File: src/rtl/serial_cmp_pkg.sv
// Shared types for the bit-serial magnitude comparator: FSM state encoding and the
// running comparison decision.
package serial_cmp_pkg;

  typedef logic [1:0] state_t;

  localparam state_t IDLE  = 2'd0;
  localparam state_t SHIFT = 2'd1;
  localparam state_t DONE  = 2'd2;

  typedef enum logic [1:0] {
    CMP_EQ = 2'b00,
    CMP_GT = 2'b01,
    CMP_LT = 2'b10
  } decision_t;

endpackage

File: src/rtl/cmp_bit_step.sv
// One bit-pair step of a serial magnitude compare: folds a_bit/b_bit into the running
// decision for either stream order.
module cmp_bit_step
  import serial_cmp_pkg::*;
(
  input  decision_t decision,
  input  logic      a_bit,
  input  logic      b_bit,
  input  logic      msb_first,
  output decision_t next_decision_c
);

  // MSB-first locks on the first difference; LSB-first lets later (more significant) bits override.
  always_comb begin
    next_decision_c = decision;
    if (a_bit != b_bit) begin
      if (!msb_first || (decision == CMP_EQ)) begin
        next_decision_c = a_bit ? CMP_GT : CMP_LT;
      end
    end
  end

endmodule

File: src/rtl/serial_mag_comparator.sv
// Bit-serial magnitude comparator: accepts WIDTH bit pairs and reports registered
// one-hot GT/EQ/LT flags with a one-cycle done pulse.
module serial_mag_comparator
  import serial_cmp_pkg::*;
#(
  parameter int unsigned WIDTH     = 8,
  parameter bit          MSB_FIRST = 1'b1
) (
  input  logic clk,
  input  logic rst_n,
  input  logic start,
  input  logic bit_valid,
  input  logic a_bit,
  input  logic b_bit,
  output logic busy,
  output logic done,
  output logic a_gt_b,
  output logic a_eq_b,
  output logic a_lt_b
);

  localparam int unsigned CW = (WIDTH > 2) ? $clog2(WIDTH) : 1;
  localparam logic [CW-1:0] LAST = CW'(WIDTH - 1);

  state_t        state, state_nxt;
  logic [CW-1:0] count, count_nxt;
  decision_t     decision, decision_nxt;
  decision_t     step_c;
  logic          busy_nxt, done_nxt;
  logic          gt_nxt, eq_nxt, lt_nxt;

  cmp_bit_step u_step (
    .decision        (decision),
    .a_bit           (a_bit),
    .b_bit           (b_bit),
    .msb_first       (MSB_FIRST),
    .next_decision_c (step_c)
  );

  // Next-state, counter, decision and registered-output logic.
  always_comb begin
    state_nxt    = state;
    count_nxt    = count;
    decision_nxt = decision;
    done_nxt     = 1'b0;
    gt_nxt       = a_gt_b;
    eq_nxt       = a_eq_b;
    lt_nxt       = a_lt_b;
    case (state)
      IDLE: begin
        if (start) begin
          state_nxt    = SHIFT;
          count_nxt    = '0;
          decision_nxt = CMP_EQ;
        end
      end
      SHIFT: begin
        if (start) begin
          count_nxt    = '0;
          decision_nxt = CMP_EQ;
        end else if (bit_valid) begin
          decision_nxt = step_c;
          if (count == LAST) begin
            state_nxt = DONE;
            count_nxt = '0;
            done_nxt  = 1'b1;
            gt_nxt    = (step_c == CMP_GT);
            eq_nxt    = (step_c == CMP_EQ);
            lt_nxt    = (step_c == CMP_LT);
          end else begin
            count_nxt = count + CW'(1);
          end
        end
      end
      DONE: begin
        state_nxt = IDLE;
        if (start) begin
          state_nxt    = SHIFT;
          count_nxt    = '0;
          decision_nxt = CMP_EQ;
        end
      end
      default: state_nxt = IDLE;
    endcase
    busy_nxt = (state_nxt == SHIFT);
  end

  always_ff @(posedge clk or negedge rst_n) begin
    if (!rst_n) begin
      state    <= IDLE;
      count    <= '0;
      decision <= CMP_EQ;
      busy     <= 1'b0;
      done     <= 1'b0;
      a_gt_b   <= 1'b0;
      a_eq_b   <= 1'b0;
      a_lt_b   <= 1'b0;
    end else begin
      state    <= state_nxt;
      count    <= count_nxt;
      decision <= decision_nxt;
      busy     <= busy_nxt;
      done     <= done_nxt;
      a_gt_b   <= gt_nxt;
      a_eq_b   <= eq_nxt;
      a_lt_b   <= lt_nxt;
    end
  end

endmodule

File: config.mk
export PLATFORM = sky130hd
export DESIGN_NAME = serial_mag_comparator
export DESIGN_NICKNAME = d
export VERILOG_FILES = /design/src/rtl/serial_cmp_pkg.sv /design/src/rtl/cmp_bit_step.sv /design/src/rtl/serial_mag_comparator.sv
export SDC_FILE = /design/constraint.sdc
export NUM_CORES = 1
export LEC_CHECK = 0
export BUFFER_PORTS_ARGS = -buffer_cell sky130_fd_sc_hd__buf_2
export CORE_MARGIN = 3
export CORE_UTILIZATION = 28
export CTS_CLUSTER_SIZE = 14
export DETAILED_ROUTE_END_ITERATION = 16
export GPL_TIMING_DRIVEN = 0
export HOLD_SLACK_MARGIN = 0.06
export PLACE_DENSITY_LB_ADDON = 0.05
export SYNTH_ARGS = -nofsm -noshare
export SYNTH_HDL_FRONTEND = slang
export SYNTH_SLANG_ARGS = --single-unit
export TNS_END_PERCENT = 5
File: constraint.sdc
create_clock -name clk -period 2.15 [get_ports clk]
set_input_delay 0 -clock clk [delete_from_list [all_inputs] [get_ports clk]]
set_output_delay 0 -clock clk [all_outputs]
set_load 0.02 [all_outputs]
# Word level (Yosys, flattened, before mapping)
# Cells that the tools add are included.
[op_classes]
addsub = 1
eq_ne = 9
mux = 22
n_bitwise = 1
n_reduce_logical = 7
[op_table]
columns = ["cell", "count"]
rows = [
  ["2-to-1 mux 2 bit", 10],
  ["2-to-1 mux 3 bit", 4],
  ["== test 2 x 1 -> 1 bit, second input constant", 3],
  ["zero test 2 bit", 3],
  ["case mux 2 bit (3 select lines)", 1],
  ["case mux 3 bit (2 select lines)", 1],
  ["2-to-1 mux 1 bit", 5],
  ["== test 2 bit, second input constant", 2],
  ["case mux 2 bit (2 select lines)", 1],
  ["AND reduction 4 bit", 1],
  ["adder 3 x 1 -> 3 bit, second input constant", 1],
  ["== test 3 bit, second input constant", 1],
  ["inequality test 3 bit, second input constant", 1],
  ["AND reduction 3 bit", 1],
  ["inequality test 2 x 1 -> 1 bit, second input constant", 1],
  ["nonzero test 2 bit", 1],
  ["OR reduction 2 bit", 1],
  ["inequality test 1 bit", 1],
  ["inverter 1 bit", 1],
]
[word_totals]
register_bits = 12
input_bits = 6
output_inout_bits = 5
word_cells = 48

# Logic depth before layout (Yosys ltp)
# Gate-level depths: netlist of the first run.
[depth]
depth_word = 6
depth_mapped = 5
depth_no_buf = 5

# By module
# From an unflattened synthesis of the first run, not the netlist that was laid out.
[hier_totals]
hier_cells = 58
hier_area_um2 = 591.8
[modules_own_cells]
columns = ["module", "n_inst", "cells_per_inst", "area_each_um2", "seq_area_each_um2"]
rows = [
  ["serial_mag_comparator", 1, 49, 549.3, 300.3],
  ["cmp_bit_step", 1, 9, 42.5, 0.0],
]

# Least setup slack after synthesis of the first run
# OpenSTA, ideal clock, no wires.
[synth_timing]
kind = "register to register"
startpoint = "register count[0]"
endpoint = "register a_gt_b"
setup_ns = 0.125
t_arrival_ns = 1.301
required_ns = 2.025
slack_ns = 0.724
stages_incl_launch_ff = 6
path_buffers = 1
synth_period_minus_slack_ns = 1.426
path_cell_list = "dfrtp_1 > ha_1 > ha_1 > and2_4 > buf_6 > mux2_4"
[synth_via]
elab_chain_len = 2
[synth_rtl]
columns = ["item", "line_no", "text"]
rows = [
  ["start, declared", "serial_mag_comparator.sv:26", "logic [CW-1:0] count, count_nxt;"],
  ["start signal, assigned", "serial_mag_comparator.sv:100", "count <= count_nxt;"],
  ["== test 3 bit", "serial_mag_comparator.sv:63", "if (count == LAST) begin"],
  ["AND reduction 4 bit (no line)", "--", ""],
  ["end signal, assigned", "serial_mag_comparator.sv:104", "a_gt_b <= gt_nxt;"],
  ["end, declared", "serial_mag_comparator.sv:17", "output logic a_gt_b,"],
]
# Every way passes these cells.
# A chain may end at the register's enable or synchronous reset.

# Worst setup path after layout of the first run
[layout_timing]
startpoint = "register count[0]"
endpoint = "register a_lt_b"
[layout_via]
elab_chain_len = 2
[layout_rtl]
columns = ["item", "line_no", "text"]
rows = [
  ["== test 3 bit", "serial_mag_comparator.sv:63", ""],
  ["AND reduction 4 bit (no line)", "--", ""],
  ["end signal, assigned", "serial_mag_comparator.sv:106", "a_lt_b <= lt_nxt;"],
  ["end, declared", "serial_mag_comparator.sv:19", "output logic a_lt_b"],
]
# Every way passes these cells.

==> metrics.cfg, run 1 <==
[grt]
grt_start_max_net_pins = 13
grt_antenna_before_repair = 0
vias_in_the_first_global_route = 398
gr-total-overflow = 0
grtUsageTotal_pct = 9.09
grt_pass1_wl_mm = 1.76

[pwr]
cellLeakagePower_nw = 0.350
power_density_mw_per_mm2 = 598
max-vdd-ir-drop_mv = 0.256

[timing]
post-route-min-period_ps = 1510
timing.final.setup_violations = 0
grt_setup_unrepaired = false
timing.final.crit_share_pct = 70.4
report.final.hold_viol_count = 0
timing.setup.tns_ps = 0
maxSlewHeadroom_pct = 76.3
timing.fmax_mhz = 660
tightestPinTransition_ps = 355
worst_clock_skew_ps = 5.78
finalMaxSlewViolations = 0

[clock_network]
tritoncts = done
number_of_gates_resized_after_cts = 0
cts_root_buf = sky130_fd_sc_hd__clkbuf_4
postCtsSetupBuffers = 0
number_of_h_tree_levels = 1
clk_pin_slew_ps = 80
worst_skew_pair.late_latency_ps = 280
clock-sinks = 12
number_of_clock_buffers_inserted_by_tritoncts = 3
cts_buffer_depth = 2

[critical_path]
crit_path_max_fanout = 5
r2r.worst_path.cells = 5
critical_path.startpoint_type = register
r2r-start = count[0]
setup.reg_to_reg.worst_slack_ps = 640
crit_arrival_ps = 1670
critical_path_class = register to register
cp_data_required_time_ps = 2310
crit-reg2reg-capture = a_lt_b
timing.critical_path.to_type = register

[place]
routabilityCongestion = 0.715
place.detailed.hpwl_um = 789
port_buffers = 10

[floorplan]
die_y_um = 51.0
placementRows = 15
num_io_pins = 11
core-area_mm2 = 0.00182
design.die.area_mm2 = 0.00261
die-width_um = 51.0
initial_cell_density_of_the_core_pct = 31.2

[yosys]
mappedNetlistNets = 59
netlist_area_um2 = 568
synth_enable_flop_cells = 0
synth_top_area_cell = sky130_fd_sc_hd__dfrtp_1
ys.warnings.count = 0
post_synth.cell_area_avg_um2 = 11.1
postSynthCellCount = 51
synth_async_reset_ratio_pct = 100
yosysTopAreaCellShare_pct = 52.9
synth.area.top_cells = sky130_fd_sc_hd__dfrtp_1 53%, sky130_fd_sc_hd__mux2_4 5.3%, sky130_fd_sc_hd__ha_1 4.4%
postSynth.topFlopCell = sky130_fd_sc_hd__dfrtp_1
yosysUniqueCellTypes = 19
synth-seq-area-share_pct = 52.9
synth-seq-cells = 12
post-synth-top-count-cell = sky130_fd_sc_hd__dfrtp_1
synth.top_cells.by_count = 12 x sky130_fd_sc_hd__dfrtp_1, 5 x sky130_fd_sc_hd__nand2_1, 5 x sky130_fd_sc_hd__nor2_1

[finish]
final.fill_count = 186
antenna_cells_inserted = 0
layout-drive-gt1-share_pct = 33.3
final_core_util_pct = 38.0
synthToLayoutAreaGrowth_pct = 21.8
fin_nets = 76

[detailed_routing]
drc_errors = 0
iteration_0_drc_markers = 9
first_pass_iters = 4
detail_route.wl_per_cell_um = 11.7
number_of_nets_with_antenna_violations_after_routing = 0
post_detailed_route_via_to_cell_ratio = 4.64
wl_mm = 1.07
vias = 422

[min_path]
timing.hold.worst_path_depth = 4
hold_path_class = input pin to register
worstHoldEndpoint = state[0]
beginning_of_the_worst_hold_path = bit_valid

[flow_run]
timing.max_cap.violations = 0

[run_status]
status = complete, no violations

cell type report:
cell class / count / area [um2] / area share [%]
flip-flops and latches: 12 / 300 / 43.4
multi-input cells: 36 / 249 / 36.0
repair buffers: 12 / 70.1 / 10.1
well taps: 25 / 31.3 / 4.52
clock buffers: 3 / 22.5 / 3.25
plain buffers: 1 / 11.3 / 1.63
inverters: 2 / 7.51 / 1.08
worst max path at each step:
stage                  start     end  slack, ps  depth (start not counted)
floorplan           count[0]  a_gt_b        720                          5
global placement    count[0]  a_lt_b        630                          5
detailed placement  count[0]  a_lt_b        650                          5
CTS                 count[0]  a_lt_b        630                          5
global route        count[0]  a_lt_b        590                          5
finish              count[0]  a_lt_b        640                          5
cells by family (layout without fill, tap and decap cells):
kind of cell	after synthesis	count (layout)	synth area share (%)
mux	2	2	5.29
flops	12	12	52.9
simple gates	21	21	21.1
compound gates	11	11	13.0
buf+inv	3	18	3.30
fa+ha+maj	2	2	4.40
critical path, stage by stage, from the launching register on:
cell and delay [ps]:
sky130_fd_sc_hd__dfrtp_1 400, sky130_fd_sc_hd__ha_1 210, sky130_fd_sc_hd__ha_1 240, sky130_fd_sc_hd__and2_4 160, sky130_fd_sc_hd__buf_6 120, sky130_fd_sc_hd__mux2_4 280
routing by layer:
metal,global-route usage (%),part of all wire [%],vias up
li1,-,-,210
met1,13.0,52,193
met2,12.4,40,16
met3,2.62,5.9,3
met4,4.04,1.8,0
met5,0,0,-
placed cells by master, fill, tap and decap left out, drive strengths merged, types with 2 or more instances in the layout:
cell	n
a21oi	4
a22o	2
and2	3
buf	11
clkbuf	3
dfrtp	12
dlygate4sd3	2
ha	2
inv	2
mux2	2
nand2	5
nand2b	3
nand3	2
nor2	5
nor3b	2
o21ai	3
state kept, by name (all words and copies together), names as in the netlist:
| name | count |
|---|---|
| count | 3 |
| decision | 2 |
| state | 2 |
| a_eq_b | 1 |
| a_gt_b | 1 |
| a_lt_b | 1 |
| busy | 1 |
| done | 1 |
where the power goes:
group,switching (mW),total [mW],internal [mW],leakage [nW]
Combinational,0.0194,0.0366,0.0172,0.181
Clock,0.0758,0.141,0.0649,0.0138
Sequential,0.00510,0.236,0.231,0.155
Total,0.100,0.414,0.313,0.350
repair_timing:
item                                    in CTS  in global routing
hold endpoints to repair                    14                  0
hold buffers                                 2                  0
endpoints found under the setup margin       0                  0
through the flow:
stage,setup slack [ps],cell area (um2),hold WS [ps],instances,power [mW]
after global routing,587,692,134,91,0.434
after CTS,632,692,89.8,91,0.417
after detailed placement,652,649,-99.5,86,0.275
after global placement,631,649,-98.3,86,0.275
final,635,692,83.4,91,0.414
after floorplan,724,568,-296,51,0.259
No activity file was read; power rests on OpenSTA's default activity.
==> run 2: changes to the inputs <==
--- a/config.mk
+++ b/config.mk
@@ -5,6 +5,7 @@
 export SDC_FILE = /design/constraint.sdc
 export NUM_CORES = 1
 export LEC_CHECK = 0
+export ABC_AREA = 1
 export BUFFER_PORTS_ARGS = -buffer_cell sky130_fd_sc_hd__buf_2
 export CORE_MARGIN = 3
 export CORE_UTILIZATION = 28
==> constraint.sdc (replaced) <==
create_clock -name clk -period 1.25 [get_ports clk]
set_input_delay 0 -clock clk [delete_from_list [all_inputs] [get_ports clk]]
set_output_delay 0 -clock clk [all_outputs]
set_load 0.02 [all_outputs]
==> run 2 against run 1 <==
Net effect: critical path type unchanged; count of clock-buffer cells in the layout grew 1; clock power grew 130%; combinational power grew 110%; synthesized cell count grew 25%; utilization grew 4.1 points; worst hold slack lost 2.2 ps; critical endpoint is now count[0]; area after synthesis shrank 4.6%.
==> metrics.cfg, run 2 <==
[run_status]
status = complete, no violations

[grt]
grt_start_max_net_pins = 13
grtUsageTotal_pct = 9.70
gr-total-overflow = 0
vias_in_the_first_global_route = 402
grt_pass1_wl_mm = 1.79
grt_antenna_before_repair = 0

[place]
preCtsSetupSlack_ps = -63.8
port_buffers = 10
place.detailed.hpwl_um = 698
post_dp_cell_area_um2 = 623
routabilityCongestion = 0.695

[finish]
max_ffs_per_register = 3
finalInstanceArea_um2 = 751
largest-register = count
largestRegisters = count: 3 flops, decision: 2 flops, state: 2 flops
synthToLayoutAreaGrowth_pct = 38.6
final.fill_count = 193
most-common-layout-cells = 19 x sky130_fd_sc_hd__nand2_1, 12 x sky130_fd_sc_hd__dfrtp_1, 10 x sky130_fd_sc_hd__inv_1, 10 x sky130_fd_sc_hd__buf_2
final_core_util_pct = 42.1
layout-drive-gt1-share_pct = 35.8
fin_nets = 90
antenna_cells_inserted = 0
layout.cells.most_common = sky130_fd_sc_hd__nand2_1

[timing]
postLayoutSetupSlackWorst_ps = 27.7
maxSlewHeadroom_pct = 80.3
timing.setup.tns_ps = 0
timing.final.setup_violations = 0
tightestPinTransition_ps = 295
finalMaxSlewViolations = 0
timing.final.crit_share_pct = 97.8
timing.fmax_mhz = 818
worst_clock_skew_ps = 3.11
report.final.hold_viol_count = 0
post-route-min-period_ps = 1220
grt_setup_unrepaired = true

[floorplan]
design.die.area_mm2 = 0.00250
die_y_um = 50.0
num_io_pins = 11
die-width_um = 50.0
placementRows = 15
initial_cell_density_of_the_core_pct = 30.4
core-area_mm2 = 0.00178

[yosys]
synth_top_area_cell = sky130_fd_sc_hd__dfrtp_1
post_synth.cell_area_avg_um2 = 8.47
synth-seq-cells = 12
synth.top_cells.by_count = 22 x sky130_fd_sc_hd__nand2_1, 12 x sky130_fd_sc_hd__dfrtp_1, 10 x sky130_fd_sc_hd__inv_1
netlist_area_um2 = 542
yosysUniqueCellTypes = 14
post-synth-top-count-cell = sky130_fd_sc_hd__nand2_1
synth-seq-area-share_pct = 55.4
yosysTopAreaCellShare_pct = 55.4
ys.warnings.count = 0
postSynthCellCount = 64
mappedNetlistNets = 72
postSynth.topFlopCell = sky130_fd_sc_hd__dfrtp_1
synth_enable_flop_cells = 0
synth.area.top_cells = sky130_fd_sc_hd__dfrtp_1 55%, sky130_fd_sc_hd__nand2_1 15%, sky130_fd_sc_hd__inv_1 6.9%
synth_async_reset_ratio_pct = 100

[critical_path]
critical_path_class = register to register
crit_path_max_fanout = 2
slowest_delay_ps = 420
crit_top_cell = sky130_fd_sc_hd__ha_4
critical_path.startpoint_type = register
cp_data_required_time_ps = 1460
cp_cell_sequence = ha_4, ha_4, or2_2, o21ai_2
crit_arrival_ps = 1430
slowest_stage = sky130_fd_sc_hd__dfrtp_1
timing.critical_path.to_type = register

[detailed_routing]
post_detailed_route_via_to_cell_ratio = 4.14
drc_errors = 0
iteration_0_drc_markers = 5
wl_mm = 1.03
vias = 439
number_of_nets_with_antenna_violations_after_routing = 0
detail_route.wl_per_cell_um = 9.75
first_pass_iters = 4

[clock_network]
cts_buffer_depth = 2
number_of_clock_buffers_inserted_by_tritoncts = 3
number_of_h_tree_levels = 1
clk_pin_slew_ps = 90
worst_skew_pair.late_latency_ps = 280
cts_root_buf = sky130_fd_sc_hd__clkbuf_4
clock-sinks = 12
tritoncts = done

[min_path]
hold_path_class = input pin to register

[flow_run]
timing.max_cap.violations = 0

[pwr]
power_density_mw_per_mm2 = 1070
cellLeakagePower_nw = 0.401
max-vdd-ir-drop_mv = 0.582

==> run 2: changes by cell type after synthesis, moves of 3 or more <==
cell,before,now
sky130_fd_sc_hd__nand2_1,5,22
sky130_fd_sc_hd__inv_1,2,10
sky130_fd_sc_hd__nand2b_1,3,0
sky130_fd_sc_hd__nor2_1,5,2
==> run 2: where the power goes <==
part / total (mW) / switching, mW / internal, mW
sequential: 0.405 / 0.00756 / 0.397
combinational: 0.0751 / 0.0438 / 0.0313
clock: 0.324 / 0.147 / 0.177
total: 0.804 / 0.198 / 0.606
==> run 2: logic make-up (layout without fill, tap and decap cells) <==
logic type               Yosys count  count (layout)  synth area share (%)
flip-flops                        12              12                  55.4
AO/OA/AOI/OAI                      4               4                  3.70
buffers and inverters             12              29                  8.32
AND/OR/NAND/NOR                   34              34                  27.9
adder cells (fa/ha/maj)            2               2                  4.62
==> run 2: routing by layer <==
layer,vias to the layer above,wire length (um),global-route usage (%)
met4,0,12,2.76
met5,-,0,0
met1,197,512,12.3
li1,230,-,-
met2,10,437,13.7
met3,2,70,5.74
==> run 2: final timing paths <==
path	to	start	depth (start not counted)	slack, ps
setup / recovery	count[0]	count[1]	4	30
hold / removal	a_gt_b	a_bit	5	80
setup reg to reg	count[0]	count[1]	4	30
hold reg to reg	a_lt_b	a_lt_b	2	480
max in group asynchronous	a_gt_b	rst_n	2	890
min in group asynchronous	count[2]	rst_n	2	130
==> run 2: through the flow <==
step | hold slack (ps) | instances | power, mW
finish | 81.3 | 106 | 0.804
global route | 113 | 106 | 0.846
CTS | 79.1 | 106 | 0.808
detailed placement | -96.0 | 99 | 0.467
global placement | -94.9 | 99 | 0.468
floorplan | -296 | 64 | 0.441
==> run 2: timing repair <==
item / 4_1_cts / 5_1_grt
hold buffers: 2 / 0
setup endpoints to repair: 4 / 5
hold endpoints to repair: 14 / 0
buffers inserted: 1 / 0
pin swaps: 6 / 7
gates resized for setup: 7 / 8
==> run 2: area by class of cell <==
cell class                      instances  area [um2]  area share [%]
Sequential cell                        12         300            40.0
Multi-Input combinational cell         40         260            34.7
Timing Repair Buffer                   13        77.6            10.3
Inverter                               12        45.0            6.00
Clock buffer                            4        36.3            4.83
Tap cell                               25        31.3            4.17
==> run 2: worst max-delay path: cells and delay by family, from the launching register on <==
kind / cells / cell delay (ps)
DFF: 1 / 420
adders and majority gates: 2 / 340
AOI/OAI and AO/OA: 1 / 100
and+or+nand+nor: 1 / 300
==> run 3: changes to the inputs <==
--- a/config.mk
+++ b/config.mk
@@ -9,11 +9,12 @@
 export BUFFER_PORTS_ARGS = -buffer_cell sky130_fd_sc_hd__buf_2
 export CORE_MARGIN = 3
 export CORE_UTILIZATION = 28
+export CTS_BUF_LIST = sky130_fd_sc_hd__clkbuf_4 sky130_fd_sc_hd__clkbuf_8 sky130_fd_sc_hd__clkbuf_16
 export CTS_CLUSTER_SIZE = 14
 export DETAILED_ROUTE_END_ITERATION = 16
 export GPL_TIMING_DRIVEN = 0
 export HOLD_SLACK_MARGIN = 0.06
-export PLACE_DENSITY_LB_ADDON = 0.05
+export PLACE_DENSITY = 0.51
 export SYNTH_ARGS = -nofsm -noshare
 export SYNTH_HDL_FRONTEND = slang
 export SYNTH_SLANG_ARGS = --single-unit
==> run 3 against run 2 <==
Net effect: first-iteration DRC count shrank 40%; register-to-register slack lost 20 ps; wire length shrank 8.5%; combinational power shrank 7.9%; flip-flop and latch count is the same; sequential share of layout area grew 2.0 points; cell count is the same; utilization shrank 2.0 points.
==> metrics.cfg, run 3 (synthesis gave the netlist of run 2 again) <==
[run_status]
status = complete, no violations

[critical_path]
slowest_delay_ps = 370
r2r.worst_path.cells = 8
critical_path_class = register to register
critical_path.startpoint_type = register
timing.critical_path.to_type = register
cp_cell_sequence = ha_2, ha_4, nand2_2, nor2_2, nand2_2, nor2_2, nand2_1, nand2_1
cp_data_required_time_ps = 1460
crit_path_max_fanout = 6
crit-reg2reg-capture = a_eq_b
setup.reg_to_reg.worst_slack_ps = 6
critical-path-top-delay-family = simple AND/OR/NAND/NOR gates
slowest_stage = sky130_fd_sc_hd__dfrtp_1
crit_arrival_ps = 1460
r2r-start = count[0]
number_of_buffers_and_inverters_on_the_critical_path = 0

[clock_network]
clock-sinks = 12
cts_buffer_depth = 2
number_of_clock_buffers_inserted_by_tritoncts = 3
worst_skew_pair.late_latency_ps = 270
clk_pin_slew_ps = 80
cts_root_buf = sky130_fd_sc_hd__clkbuf_4
tritoncts = done
number_of_h_tree_levels = 1

[place]
port_buffers = 10
post-place-cells = 99
preCtsSetupSlack_ps = -70.4
post_dp_cell_area_um2 = 623
place.detailed.hpwl_um = 719
routabilityCongestion = 0.680

[grt]
grt_antenna_before_repair = 0
grtUsageTotal_pct = 8.82
vias_in_the_first_global_route = 418
grt_start_max_net_pins = 13
gr-total-overflow = 0
grt_pass1_wl_mm = 1.65

[pwr]
max-vdd-ir-drop_mv = 0.341
cellLeakagePower_nw = 0.390
power_density_mw_per_mm2 = 1090
p_total_mw = 0.779

[floorplan]
num_io_pins = 11
initial_cell_density_of_the_core_pct = 30.4
die_y_um = 50.0
die-width_um = 50.0
placementRows = 15
core-area_mm2 = 0.00178
design.die.area_mm2 = 0.00250

[flow_run]
timing.max_cap.violations = 0

[detailed_routing]
detail_route.wl_per_cell_um = 8.92
drc_errors = 0
number_of_nets_with_antenna_violations_after_routing = 0
vias = 446
post_detailed_route_via_to_cell_ratio = 4.21
wl_um = 945
iteration_0_drc_markers = 3
first_pass_iters = 4

[finish]
post_layout_nonfiller_instances = 106
layout.cells.most_common = sky130_fd_sc_hd__nand2_1
max_ffs_per_register = 3
finalInstanceArea_um2 = 716
final_core_util_pct = 40.1
layout-drive-gt1-share_pct = 33.3
largest-register = count
most-common-layout-cells = 21 x sky130_fd_sc_hd__nand2_1, 12 x sky130_fd_sc_hd__dfrtp_1, 10 x sky130_fd_sc_hd__inv_1, 10 x sky130_fd_sc_hd__buf_2
synthToLayoutAreaGrowth_pct = 32.1
largestRegisters = count: 3 flops, decision: 2 flops, state: 2 flops
antenna_cells_inserted = 0
fin_nets = 90

[min_path]
beginning_of_the_worst_hold_path = a_bit
hold_path_class = input pin to register
worstHoldEndpoint = a_gt_b
timing.hold.worst_path_depth = 5

[timing]
hold_ws_ps = 77.8
post-route-min-period_ps = 1240
report.final.hold_viol_count = 0
finalMaxSlewViolations = 0
timing.setup.tns_ps = 0
tightestPinTransition_ps = 273
maxSlewHeadroom_pct = 81.8
timing.fmax_mhz = 804
timing.final.crit_share_pct = 99.5
worst_clock_skew_ps = 0.540
grt_setup_unrepaired = true
postLayoutSetupSlackWorst_ps = 5.91
timing.final.setup_violations = 0

[run 3: worst register-to-register path: stages (launching register included)]
cell and delay [ps]:
sky130_fd_sc_hd__dfrtp_1 370, sky130_fd_sc_hd__ha_2 200, sky130_fd_sc_hd__ha_4 130, sky130_fd_sc_hd__nand2_2 50, sky130_fd_sc_hd__nor2_2 90, sky130_fd_sc_hd__nand2_2 110, sky130_fd_sc_hd__nor2_2 140, sky130_fd_sc_hd__nand2_1 60
sky130_fd_sc_hd__nand2_1 60
[run 3: what timing repair did]
item / 4_1_cts / 5_1_grt
gates resized for setup: 7 / 1
setup endpoints to repair: 4 / 6
pin swaps: 7 / 9
endpoints found under the hold margin: 14 / 0
buffers inserted: 0 / 1
hold buffers: 2 / 0
[run 3: layer usage]
metal / share of wire, % / global-route usage (%) / wire (um)
met1: 48 / 10.1 / 454
met2: 47 / 14.1 / 443
met3: 4.0 / 2.72 / 38
met4: 0.85 / 5.53 / 8
met5: 0 / 0 / 0
[run 3: layout make-up]
class	instances	area [um2]
tap	25	31.3
sequential	12	300
inverter	12	45.0
timing repair buffer	13	77.6
clock buffer	4	36.3
multi-input combinational	40	225
fill	190	1070
[run 3: how the worst max path moves through the flow]
stage / slack (ps) / endpoint / cells after the start / from
after floorplan: 20 / count[0] / 4 / count[0]
after global placement: -60 / a_lt_b / 8 / count[0]
after detailed placement: -70 / a_lt_b / 8 / count[0]
after CTS: -50 / a_eq_b / 8 / count[0]
after global routing: -100 / a_eq_b / 8 / count[0]
final: 6 / a_eq_b / 8 / count[0]
[run 3: report_power, final]
| group | internal (mW) | switching [mW] |
|---|---|---|
| clock | 0.177 | 0.130 |
| combinational | 0.0295 | 0.0397 |
| sequential | 0.397 | 0.00535 |
| total | 0.603 | 0.175 |
